[src/rtl/rename_ctrl.sv]
// Rename controller: hands out physical registers to the decoder and recycles
// registers freed at commit through a small two-lane return FIFO.
module rename_ctrl #(
  parameter int NUM_FREE  = 31,
  parameter int RET_DEPTH = 4
) (
  input  logic       clk,
  input  logic       reset,
  input  logic       dec_valid,
  input  logic       dec_wr,
  input  logic [4:0] dec_dest,
  output logic       dec_ready,
  input  logic [1:0] rob_ret_valid,
  input  logic [9:0] rob_ret_preg,
  output logic       rob_ret_ready,
  output logic       ren_assign_flag,
  output logic       ren_commit_flag,
  output logic [4:0] ren_commit_phys,
  output logic       rename_valid,
  output logic [5:0] free_count,
  output logic       err_overflow
);

  localparam int PW = $clog2(RET_DEPTH);
  localparam int CW = PW + 1;

  typedef enum logic [1:0] {S_INIT, S_RUN, S_STALL, S_ERROR} state_t;

  state_t          r_state, w_state_nxt;
  logic [4:0]      r_fifo [RET_DEPTH];
  logic [PW-1:0]   r_wr_ptr, r_rd_ptr, w_wr_ptr1;
  logic [CW-1:0]   r_occ, w_push_n;
  logic [5:0]      r_free_cnt;
  logic            r_err, r_ren_vld;
  logic [1:0]      w_push;
  logic            w_alloc_req, w_accept, w_alloc;
  logic            w_active, w_pop_try, w_ovf, w_pop;

  assign w_alloc_req = dec_wr && (dec_dest != 5'd0);
  assign w_accept    = dec_valid && dec_ready;
  assign w_alloc     = w_accept && w_alloc_req;
  assign w_active    = (r_state == S_RUN) || (r_state == S_STALL);
  // Pop only from entries already stored, so a return is never reused in its own cycle.
  assign w_pop_try   = w_active && (r_occ != '0);
  assign w_ovf       = w_pop_try && (r_free_cnt == 6'(NUM_FREE));
  assign w_pop       = w_pop_try && !w_ovf;

  always_comb begin
    for (int i = 0; i < 2; i++)
      w_push[i] = rob_ret_ready && rob_ret_valid[i] && (rob_ret_preg[i*5 +: 5] != 5'd0);
  end

  assign w_push_n  = CW'(w_push[0]) + CW'(w_push[1]);
  assign w_wr_ptr1 = r_wr_ptr + PW'(w_push[0]);

  always_comb begin
    w_state_nxt   = r_state;
    dec_ready     = 1'b0;
    rob_ret_ready = 1'b0;
    case (r_state)
      S_INIT:  w_state_nxt = S_RUN;
      S_RUN: begin
        dec_ready     = (r_free_cnt != 6'd0) || !w_alloc_req;
        rob_ret_ready = r_occ <= CW'(RET_DEPTH - 2);
        if (dec_valid && w_alloc_req && r_free_cnt == 6'd0) w_state_nxt = S_STALL;
      end
      S_STALL: begin
        rob_ret_ready = r_occ <= CW'(RET_DEPTH - 2);
        if (r_free_cnt != 6'd0) w_state_nxt = S_RUN;
      end
      default: w_state_nxt = S_ERROR;
    endcase
    if (w_ovf) w_state_nxt = S_ERROR;
  end

  always_ff @(posedge clk) begin
    if (reset) begin
      r_state    <= S_INIT;
      r_wr_ptr   <= '0;
      r_rd_ptr   <= '0;
      r_occ      <= '0;
      r_free_cnt <= 6'(NUM_FREE);
      r_err      <= 1'b0;
      r_ren_vld  <= 1'b0;
    end else begin
      r_state    <= w_state_nxt;
      r_ren_vld  <= w_accept;
      r_free_cnt <= r_free_cnt - 6'(w_alloc) + 6'(w_pop);
      r_wr_ptr   <= r_wr_ptr + PW'(w_push_n);
      r_rd_ptr   <= r_rd_ptr + PW'(w_pop);
      r_occ      <= r_occ + w_push_n - CW'(w_pop);
      if (w_ovf) r_err <= 1'b1;
    end
  end

  // Storage needs no reset: pointers and occupancy define what is valid.
  always_ff @(posedge clk) begin
    if (w_push[0]) r_fifo[r_wr_ptr]  <= rob_ret_preg[4:0];
    if (w_push[1]) r_fifo[w_wr_ptr1] <= rob_ret_preg[9:5];
  end

  assign ren_assign_flag = w_alloc;
  assign ren_commit_flag = w_pop;
  assign ren_commit_phys = w_pop ? r_fifo[r_rd_ptr] : 5'd0;
  assign rename_valid    = r_ren_vld;
  assign free_count      = r_free_cnt;
  assign err_overflow    = r_err;

endmodule

[config.mk]
export PLATFORM = sky130hd
export DESIGN_NAME = rename_ctrl
export DESIGN_NICKNAME = d
export VERILOG_FILES = /design/src/rtl/rename_ctrl.sv
export SDC_FILE = /design/constraint.sdc
export NUM_CORES = 1
export LEC_CHECK = 0
export BUFFER_PORTS_ARGS = -buffer_cell sky130_fd_sc_hd__buf_2
export CORE_ASPECT_RATIO = 0.75
export CORE_MARGIN = 2
export CORE_UTILIZATION = 50
export CTS_CLUSTER_DIAMETER = 40
export DETAILED_ROUTE_END_ITERATION = 12
export PLACE_DENSITY = 0.77
export SLEW_MARGIN = 40
export SYNTH_ARGS = -nofsm -noshare
export SYNTH_HDL_FRONTEND = slang
export SYNTH_SLANG_ARGS = --single-unit
export TNS_END_PERCENT = 20
[constraint.sdc]
create_clock -name clk -period 2.9 [get_ports clk]
set_clock_uncertainty 0.15 [all_clocks]
set_input_delay 0.145 -clock clk [delete_from_list [all_inputs] [get_ports clk]]
set_output_delay 0.145 -clock clk [all_outputs]
set_load 0.03 [all_outputs]
# Word level (Yosys, flattened, before mapping)
# Memory sizes are Yosys's and may differ from the RTL's. A register that Yosys moved wholly into a read port is not among the register bits.
# Index checks and enable logic that the tools add are counted.
# W data, S select, Z words.
# classes
addsub	8
n_mul	0
div_mod_pow	0
order_cmp	1
eq_ne	5
shift	0
n_mux	12
bitwise_logic	0
n_reduce_logical	25
# op_table
op	count
$reduce_bool A5 Y1	3
$logic_and A1 B1 Y1	12
$mux W2	4
$add A6 B1 Y6	1
$eq A6 B5 Y1 const B	1
$logic_not A6 Y1	1
$mux W1	6
$ne A3 B2 Y1 const B	2
$pmux W2 S3	1
$reduce_bool A6 Y1	1
$sub A6 B1 Y6	1
$mux W5	1
$add A2 B1 Y2	2
$add A3 B2 Y3	1
$le A3 B2 Y1 const B	1
$reduce_bool A3 Y1	1
$sub A3 B1 Y3	1
$add A1 B1 Y2	1
$add A2 B2 Y2	1
$eq A2 B1 Y1 const B	1
$eq A2 B2 Y1 const B	1
$logic_not A1 Y1	2
$logic_not A2 Y1	1
$logic_or A1 B1 Y1	2
2 further kinds	2
# word_totals
reg_bits	17
latchBits	0
ram_bits	20
rom_bits	0
in_bits	21
out_inout_bits	17
elab_cells	59
n_memories	1
# mem_list
memory	depth	word_bits	rd	rd_ports_with_merged_regs	wr	line	rtl
r_fifo	4	5	1	1	2	30	logic [4:0] r_fifo [RET_DEPTH];

# Logic depth before layout (Yosys ltp)
# logic_depth
ltp_word	9
depth_mapped	15
mapped_depth_nobuf	15

# Worst setup path after synthesis
# No wires, ideal clock.
# synth_path
path_type	reg2reg
startpoint	register r_state[0]
endpoint	register r_occ[2]
arrival_time_ps	3107
t_required_ps	2624
path_slack_ps	-483
path_stages_with_launch	16
path_buffers	0
synth_period_minus_slack_ps	3383
cell_sequence	dfxtp_1 -> inv_1 -> ha_1 -> a211oi_2 -> o211ai_4 -> inv_4 -> ha_1 -> inv_1 -> ha_1 -> inv_1 -> ha_1 -> inv_1 -> fa_1 -> xnor2_1 -> xnor2_1 -> nor2_1
# synth_between
elab_chain_cells	8
word_cells_on_any_way	16
# synth_lines
item	line	rtl
from (decl)	29	state_t r_state, w_state_nxt;
from (signal assigned)	86	r_state <= w_state_nxt;
$eq A2 B1 Y1 / $eq A2 B2 Y1 (equally long branches)	60	case (r_state)
$reduce_or A2 Y1 (no line) (*)	-	
$mux W1 (*)	-	
net rob_ret_ready	15	output logic rob_ret_ready,
$logic_and A1 B1 Y1 (2 in series)	50	w_push[i] = rob_ret_ready && rob_ret_valid[i] && (rob_ret_preg[i*5 +: 5] != 5'd0);
$add A1 B1 Y2 (*)	53	assign w_push_n = CW'(w_push[0]) + CW'(w_push[1]);
$add A3 B2 Y3 (*)	91	r_occ <= r_occ + w_push_n - CW'(w_pop);
$sub A3 B1 Y3 (*)	91	
to (signal assigned)	91	
to (decl)	32	logic [CW-1:0] r_occ, w_push_n;
# Mark *: on every way through the listed nets, which the timed path passes. The rest lies on a longest branch.
# A chain may end at the register's enable or synchronous reset.

# Worst setup path after layout
# layout_path
startpoint	register r_state[0]
endpoint	register r_occ[2]
# layout_between
elab_chain_cells	8
word_cells_on_any_way	16
# layout_lines
item	line
$eq A2 B1 Y1 / $eq A2 B2 Y1 (equally long branches)	42, 60
$reduce_or A2 Y1 (no line)	-
$mux W1	-
$logic_and A1 B1 Y1 (2 in series)	50
$add A1 B1 Y2	53
$add A3 B2 Y3	91
$sub A3 B1 Y3 (*)	91
# Mark *: on every way between the ends. The rest lies on a longest branch, timed or not.

==> metrics.md <==
| Metric | Value |
|---|---|
| Post-Layout Cell Count | `about 300` |
| Seq/Total Area, Yosys | `42.3%` |
| Area of the core | `approximately 4200 sq um` |
| Switching share of power | `40.8%` |
| Most frequent CP cell | `ha_4` |
| Min-delay worst type | `primary input to flop` |
| Crit-path cells | `inv_4 > ha_4 > a211oi_4 > o311a_4 > ha_4 > inv_2 > ha_4 > inv_2 > ha_4 > inv_2 > fa_2 > xnor2_2 > xnor2_1 > nor2_1` |
| TritonCTS Buffers | `5` |
| Worst-Skew Late Latency | `0.29 ns` |
| Vias/cell | `5.42` |
| Count of buffers from port buffering | `37` |
| GRT Residual Overflow | `0` |
| Yosys warning count | `0` |
| Synthesis-stage register bit count | `37` |
| # clock sinks | `37` |
| Sequential share of power | `28.2%` |
| Max FO, Critical Path | `3` |
| Mapped Cells | `~180` |
| Worst Setup End Kind | `flop` |
| Layout area overhead | `26.9%` |
| Initial Utilization | `a little over half` |
| Maximum clock insertion buffer count | `2` |
| Syn nets | `approximately 230` |
| Unrepaired setup endpoints after global routing | `true` |
| # setup viols final | `0` |
| CP max stage cell | `dfxtp_4` |
| Max-Cap Viols | `0` |
| Residual DRC | `0` |
| Net Sw Power | `0.00123 W` |
| Tightest Pin Transition | `0.607 ns` |
| Post-DRT Antenna Nets | `0` |
| HPWL after DPL | `3.63 mm` |
| I/O pin cnt | `38` |
| Worst EP arrival | `2.86 ns` |
| Die area | `about 5000 sq um` |
| Rel. slew slack | `between 50% and 60%` |
| Mean Syn Cell Area | `12.1 sq um` |
| Slew Limit Fails | `0` |
| Post-route minimum period | `roughly 2.8 ns` |
| Hold Vio Cnt, Final | `0` |
| Std-Cell Rows | `20` |
| First-pass GRT wire length | `7.56 mm` |
| Ys flop type | `edfxtp_1` |
| EDFF count, synth | `20` |
| # diodes | `0` |
| Status | `finished clean` |
| IR drop worst, VDD | `0.000657 V` |
| Largest net degree at the start of global routing | `18` |
| Tcrit/Tclk final | `97.8%` |
| Clk slew on worst S/H paths | `around 0.08 ns` |
| Critical Path RT | `2.92 ns` |
| Pleak | `1.20 nW` |
| Netlist Area Pre-Place | `2220 sq um` |
| CTS tree | `done` |
| GPL Wtd Cong | `0.781` |
| Worst Setup Start Kind | `flop` |
| CP peak stage delay | `approximately 0.37 ns` |
| Gr usage total | `between 20% and 30%` |
| Number of global-route vias before repair | `1,593` |
| Die height | `61.8 microns` |
| Share of total power in the clock network | `about 15%` |
| Die W | `81.0 microns` |
| Length of the first detailed-routing pass in iterations | `4` |
| Routed WL per cell | `15.9 microns` |
| Power density cells | `1060 nW/um^2` |
| Initial antenna violation count | `0` |
| DR iter-0 viols | `102` |
| Layout cells sized above 1 | `40.2%` |
| P_int | `0.00178 W` |
| Inst Count DP | `289` |
| Final WL | `4.74 mm` |
| Post-synth ARST share | `0%` |
| Net count reported at finish | `roughly 290` |
| Distinct cells, synth | `42` |
| Root buffer cell | `clkbuf_8` |
| Fmax | `353 MHz` |
| Via count | `1,621` |
| CP Class | `flop to flop` |
| H-Tree Depth | `2` |
| Final core utilization | `68.0%` |
| Logic pwr share | `between 50% and 60%` |
[final timing paths]
path	from	end	slack [ns]	cells past startpoint
hold / removal	rob_ret_preg[2]	r_fifo[2][2]$_DFFE_PP_	0.05	2
setup / recovery	r_state[0]$_SDFFE_PP0P_	r_occ[2]$_SDFF_PP0_	0.06	14
hold reg to reg	err_overflow$_SDFFE_PP0P_	err_overflow$_SDFFE_PP0P_	0.31	2
setup reg to reg	r_state[0]$_SDFFE_PP0P_	r_occ[2]$_SDFF_PP0_	0.06	14
[synth_stat cells (all sizes together) (2+ instances only)]
master,n,area share [%]
o21ai,4,0.90
mux2,20,10
nor2b,3,0.84
dfxtp,17,15
nand2,8,1.3
or4,3,1.2
mux4,5,5.1
xnor2,9,3.5
edfxtp,20,27
a211oi,2,0.90
o21bai,3,1.0
nor3,3,1.7
nor2,7,1.2
o211ai,2,1.3
fa,2,1.8
a21oi,3,0.67
and3,6,1.7
clkbuf,3,0.51
ha,21,12
or2,2,0.56
a221oi,2,0.79
nor4,2,0.56
nand3,4,2.0
inv,20,3.5
or3,2,0.56
[power groups by stage]
stage               clock network, W  registers [W]  logic (W)
global placement                   0       0.000850    0.00164
CTS                         0.000445       0.000846    0.00169
finish                      0.000438       0.000848    0.00172
global route                0.000469       0.000867    0.00189
detailed placement                 0       0.000857    0.00168
floorplan                          0       0.000889    0.00116
[cells in the final DEF (no fill, tap or decap), types with 3 or more instances in the layout]
cell type / count
buf_2: 37
mux2_1: 20
edfxtp_1: 20
buf_4: 17
ha_1: 16
inv_1: 15
dfxtp_1: 11
nand2_1: 8
xnor2_1: 8
nor2_1: 6
and3_1: 6
mux4_2: 5
clkbuf_8: 5
dfxtp_2: 5
o21ai_0: 4
ha_4: 4
inv_2: 3
o21bai_1: 3
nor2b_1: 3
[through the flow]
step	power, W	setup WS, ns	hold WS (ns)	setup TNS [ns]	instance area, sq um
after floorplan	0.00204	-0.137	0.0666	-0.137	2310
after global placement	0.00249	-0.0354	0.282	-0.0354	2670
after detailed placement	0.00254	-0.0622	0.300	-0.0622	2670
after CTS	0.00298	0.0289	0.0267	0	2790
after global routing	0.00323	-0.0714	0.0551	-0.105	2820
final	0.00301	0.0631	0.0526	0	2820
[sequential cells by signal (all words and copies together) (netlist names)]
| register | flops |
|---|---|
| err_overflow | 1 |
| free_count | 6 |
| r_fifo | 20 |
| r_occ | 3 |
| r_rd_ptr | 2 |
| r_state | 2 |
| r_wr_ptr | 2 |
| rename_valid | 1 |
[cells by family after synthesis]
family,count (synthesis),synth area share (%)
xor+xnor,10,3.94
compound gates,22,7.93
mux,25,15.2
flops,37,42.3
buf+inv,23,3.99
simple gates,44,13.0
fa+ha+maj,23,13.6
[cell type report]
class	instances	area (sq um)
fill	328	1330
inverter	20	80.1
clock buffer	6	72.6
multi-input combinational	124	1290
timing repair buffer	55	323
sequential	37	951
clock inverter	2	33.8
tap	55	68.8
[routing by layer]
metal	vias up	part of all wire, %	GRT usage, %
met2	43	44	31.6
met5	-	0	0
met3	5	6.0	5.20
li1	802	-	-
met1	771	49	30.3
met4	0	0.72	5.08
[worst max-delay path, delay by kind of cell, from the launching register on]
kind | cells | cell delay (ns)
adder cells (fa/ha/maj) | 5 | 1.07
AO/OA/AOI/OAI | 2 | 0.60
AND/OR/NAND/NOR | 1 | 0.05
buffers and inverters | 4 | 0.19
XOR/XNOR | 2 | 0.28
flip-flops | 1 | 0.37
[repair_timing]
item                                    in CTS  in global routing
pin swaps                                    1                  7
resized for setup                            1                  7
endpoints found under the setup margin       1                  4
buffers inserted                             0                  1
hold buffers                                 0                  1
hold endpoints to repair                     0                  1
Power figures use the tool's default switching activity.
